==> src/rtl/seg_p2s_shifter_pkg.sv <==
// Shared constants and types for the display serial output path.
//   DataWDefault : default number of bits shifted per transfer
//   DivDefault   : default s_clk half-period in clk cycles
//   state_e      : shifter FSM state encoding
package seg_p2s_shifter_pkg;

  localparam int unsigned DataWDefault = 64;
  localparam int unsigned DivDefault   = 1;

  typedef enum logic [1:0] {
    StIdle  = 2'd0,
    StLow   = 2'd1,
    StHigh  = 2'd2,
    StLatch = 2'd3
  } state_e;

endpackage

==> src/rtl/seg_edge_det.sv <==
// Rising-edge detector for the transfer request.
//   clk     : system clock
//   rst     : asynchronous active-high reset
//   start_i : level request, synchronous to clk
//   go_o    : high in the cycle start_i is high and was low the cycle before
module seg_edge_det (
  input  logic clk,
  input  logic rst,
  input  logic start_i,
  output logic go_o
);

  logic start_q;

  always_ff @(posedge clk or posedge rst) begin
    if (rst) begin
      start_q <= 1'b0;
    end else begin
      start_q <= start_i;
    end
  end

  assign go_o = start_i & ~start_q;

endmodule

==> src/rtl/seg_p2s_shifter.sv <==
// Parallel-to-serial output stage driving the external display shift-register chain.
// Shifts par_data MSB-first on each accepted rising edge of Start.
//   clk      : system clock
//   rst      : asynchronous active-high reset
//   Start    : transfer request, rising edge starts a transfer when idle
//   par_data : pattern to send, sampled on the accepted Start edge
//   s_clk    : serial clock, idle low, DIV cycles low then DIV cycles high per bit
//   s_out    : serial data, current shift-register MSB
//   s_pen    : latch/output enable, low while a transfer is in progress
//   s_clrn   : active-low clear to the chain, low only during/at reset
//   busy     : high from the accepted edge until the return to idle
//   done     : one-cycle pulse in the cycle busy falls
module seg_p2s_shifter
  import seg_p2s_shifter_pkg::*;
#(
  parameter int unsigned DATA_W = DataWDefault,
  parameter int unsigned DIV    = DivDefault
) (
  input  logic              clk,
  input  logic              rst,
  input  logic              Start,
  input  logic [DATA_W-1:0] par_data,
  output logic              s_clk,
  output logic              s_out,
  output logic              s_pen,
  output logic              s_clrn,
  output logic              busy,
  output logic              done
);

  localparam int unsigned BitW = $clog2(DATA_W);
  localparam int unsigned DivW = $clog2(DIV) + 1;

  localparam logic [BitW-1:0] LastBit = BitW'(DATA_W - 1);
  localparam logic [DivW-1:0] LastDiv = DivW'(DIV - 1);

  state_e            state_q;
  logic [DATA_W-1:0] sr_q;
  logic [BitW-1:0]   bit_cnt_q;
  logic [DivW-1:0]   div_cnt_q;
  logic              go;

  seg_edge_det u_edge_det (
    .clk     (clk),
    .rst     (rst),
    .start_i (Start),
    .go_o    (go)
  );

  // Data leaves straight from the register, so it only changes when the
  // high phase ends and is stable across the following s_clk rising edge.
  assign s_out = sr_q[DATA_W-1];

  always_ff @(posedge clk or posedge rst) begin
    if (rst) begin
      state_q   <= StIdle;
      sr_q      <= '0;
      bit_cnt_q <= '0;
      div_cnt_q <= '0;
      s_clk     <= 1'b0;
      s_pen     <= 1'b1;
      s_clrn    <= 1'b0;
      busy      <= 1'b0;
      done      <= 1'b0;
    end else begin
      s_clrn <= 1'b1;
      done   <= 1'b0;
      unique case (state_q)
        StIdle: begin
          if (go) begin
            sr_q      <= par_data;
            bit_cnt_q <= '0;
            div_cnt_q <= '0;
            s_pen     <= 1'b0;
            busy      <= 1'b1;
            state_q   <= StLow;
          end
        end
        StLow: begin
          if (div_cnt_q == LastDiv) begin
            div_cnt_q <= '0;
            s_clk     <= 1'b1;
            state_q   <= StHigh;
          end else begin
            div_cnt_q <= div_cnt_q + 1'b1;
          end
        end
        StHigh: begin
          if (div_cnt_q == LastDiv) begin
            sr_q      <= {sr_q[DATA_W-2:0], 1'b0};
            div_cnt_q <= '0;
            s_clk     <= 1'b0;
            if (bit_cnt_q == LastBit) begin
              state_q <= StLatch;
            end else begin
              bit_cnt_q <= bit_cnt_q + 1'b1;
              state_q   <= StLow;
            end
          end else begin
            div_cnt_q <= div_cnt_q + 1'b1;
          end
        end
        StLatch: begin
          state_q <= StIdle;
          s_pen   <= 1'b1;
          busy    <= 1'b0;
          done    <= 1'b1;
        end
        default: state_q <= StIdle;
      endcase
    end
  end

endmodule

==> config.mk <==
export PLATFORM = sky130hd
export DESIGN_NAME = seg_p2s_shifter
export DESIGN_NICKNAME = d
export VERILOG_FILES = /design/src/rtl/seg_p2s_shifter_pkg.sv /design/src/rtl/seg_edge_det.sv /design/src/rtl/seg_p2s_shifter.sv
export SDC_FILE = /design/constraint.sdc
export NUM_CORES = 1
export LEC_CHECK = 0
export CELL_PAD_IN_SITES_DETAIL_PLACEMENT = 0
export CELL_PAD_IN_SITES_GLOBAL_PLACEMENT = 1
export CORE_ASPECT_RATIO = 2
export CORE_MARGIN = 4
export CORE_UTILIZATION = 36
export DETAILED_ROUTE_END_ITERATION = 12
export PLACE_DENSITY_LB_ADDON = 0.1
export RECOVER_POWER = 25
export SYNTH_ARGS = -nofsm -noshare
export SYNTH_HDL_FRONTEND = slang
export SYNTH_SLANG_ARGS = --single-unit
export TNS_END_PERCENT = 100
==> constraint.sdc <==
create_clock -name clk -period 2.8 [get_ports clk]
set_input_delay 0.7 -clock clk [delete_from_list [all_inputs] [get_ports clk]]
set_output_delay 0.7 -clock clk [all_outputs]
set_load 0.01 [all_outputs]
==> results.yml <==
status:
  status: "finished, final reports clean"
cells_and_area:
  final_cell_mix: "dfrtp_1 (77), nand2_1 (71), clkdlybuf4s50_1 (70)"
  final_cells: 553
  drive_above_1_share_pct: 7.60
  area_growth_pct: 34.4
  antenna_cells: 0
  final_common_cell: "dfrtp_1"
  nNetsFinal: 488
synthesis:
  seq_area_frac_synth_pct: 54.0
  syn_nets: 417
  ys_types: 28
  netlist_instances: 345
  syn-cell-area_um2: 3620
  ys_warn_count: 0
  ys_seq_elements: 78
  syn_avg_cell_area_um2: 10.5
pwr:
  vdd_ir_drop_max_mv: 0.600
  power_mw: 5.31
  powerDensity_nw_per_um2: 1090
  power.leakage_nw: 2.09
placed_design:
  place_inst: 537
  numPortBuffers: 72
  dp_slack_ns: 0.518
  hpwl_mm: 5.73
  place_congestion: 0.710
timing:
  tightestPinTransition_ns: 1.40
  setup_viol: 0
  final.period_utilization_pct: 75.1
  fin_ws_ns: 0.697
  final-max-slew-violation-count: 0
  fin_hold_ws_ns: 0.481
  clock_skew_ns: 0.00495
  post-route-min-period_ns: 2.10
  setup_tns_ns: 0
  grt_setup_unrepaired: "no"
  hold_violations: 0
  max_freq_mhz: 475
  slew_headroom_pct: 6.24
setup_path:
  cp_max_fo: 2
  crit_path_start: "s_pen"
  r2r-start: "state_q[0]"
  crit_slowest_cell: "dfstp_2"
  slowest_delay_ns: 0.54
  critPathBufInv: 1
  path_class: "register to primary output"
  arrival_ns: 1.40
  crit_path_cell_trace: "clkdlybuf4s50_1"
  worstPathRequired_ns: 2.10
  crit_family: "flip-flops"
  critPathCaptureType: "primary output"
  cp-start-kind: "register"
clocking:
  cts-root-buf: "clkbuf_16"
  cts_resized: 0
  cts_sinks: 78
  post_cts_buffers: 0
  cts_hold_buf: 0
  cts_tree: "done"
  clkLatencyLatePin_ns: 0.33
  cts_inserted_buffers: 9
  path_clk_slew_ns: 0.06
  htree_levels: 3
  clock_path_buffers: 2
routing:
  drtIter0Drc: 136
  antenna_left: 0
  dr.pass1.iters: 4
  avgViaCountPerCell: 4.71
  drc: 0
  vias: 2606
  avgRoutedWirePerCell_um: 14.6
  wl_mm: 8.05
die:
  row_count: 51
  die_h_um: 150
  ioPinCount: 73
  dieArea_um2: 11800
  die_w_um: 78.9
  initial_core_util_pct: 37.1
  core_um2: 9760
worst_hold_path:
  hold_class: "register to register"
  hp-start: "sr_q[58]"
global_routing:
  track_usage_pct: 14.8
  overflow: 0
  grt_max_degree: 48
  grt_pass1_vias: 2808
  grt_pass1_wl_mm: 13.6
  antenna_found_initial: 0
run:
  cap_violations: 0
stage by stage:
| step | instance area [µm²] | util [%] |
|---|---|---|
| after floorplan | 3620 | - |
| after global placement | 4540 | 46.5 |
| after detailed placement | 4540 | 46.5 |
| after CTS | 4860 | 49.8 |
| after global routing | 4860 | 49.8 |
| final | 4860 | 49.8 |
metal layers:
layer	part of all wire [%]	vias to the layer above	global-route usage, %
li1	-	1337	-
met1	41	1196	17.2
met2	52	60	25.5
met3	5.0	13	3.73
met4	2.1	0	6.45
met5	0	-	0
registers in the layout, indices dropped and copies added (netlist names):
register and flops:
sr_q 64, bit_cnt_q 6, s_clk 1, state_q 2, u_edge_det.start_q 1, done 1, s_clrn 1, s_pen 1
busy 1
logic make-up after synthesis:
family / share of synthesized area [%]
DFF: 54.0
and+or+nand+nor: 9.89
muxes: 18.6
AOI/OAI and AO/OA: 11.8
other: 0.104
buffers and inverters: 3.91
adders and majority gates: 1.73
where the power goes:
part / switching (mW) / internal, mW / total [mW]
Combinational: 1.13 / 1.02 / 2.15
Clock: 0.441 / 0.784 / 1.23
Sequential: 0.281 / 1.65 / 1.93
cells in the mapped netlist:
cell type   n  share of area [%]
nand2_1    71                7.4
nand2b_1    2               0.35
mux2i_4     1               0.62
buf_2      11                1.5
nand4b_1    2               0.48
a21o_1      1               0.21
o211ai_1    2               0.41
dfstp_2     1               0.73
mux2_2      1               0.31
a31oi_1     4               0.69
buf_6       1               0.31
mux2i_1    64                 18
ha_1        5                1.7
o21ai_0     2               0.28
a41oi_1     1               0.24
buf_4       6                1.2
inv_1       4               0.41
o21ai_1    68                9.4
nor2_1      5               0.52
nor2b_1     1               0.17
a21oi_1     4               0.55
nand4_1     2               0.35
clkbuf_1    4               0.41
nor3b_1     1               0.21
nand3_1     2               0.28
dfrtp_1    77                 53
or2_2       1               0.17
conb_1      1               0.10
path summary, 6_finish.rpt:
check	depth (start not counted)	end	slack, ns
setup reg to reg	6	sr_q[9]	0.84
hold / removal	2	sr_q[58]	0.48
setup / recovery	1	s_pen	0.70
max in group asynchronous	3	sr_q[35]	0.84
min in group asynchronous	2	sr_q[15]	1.13
hold reg to reg	2	sr_q[58]	0.48
cell type report:
cell class / instances / area [µm²]
fillers: 927 / 4900
clock inverters: 3 / 40.0
multi-input cells: 241 / 1540
repair buffers: 82 / 871
well taps: 132 / 165
clock buffers: 13 / 280
inverters: 4 / 16.3
flip-flops and latches: 78 / 1950
Note: power is estimated with default switching activity, not from simulation.
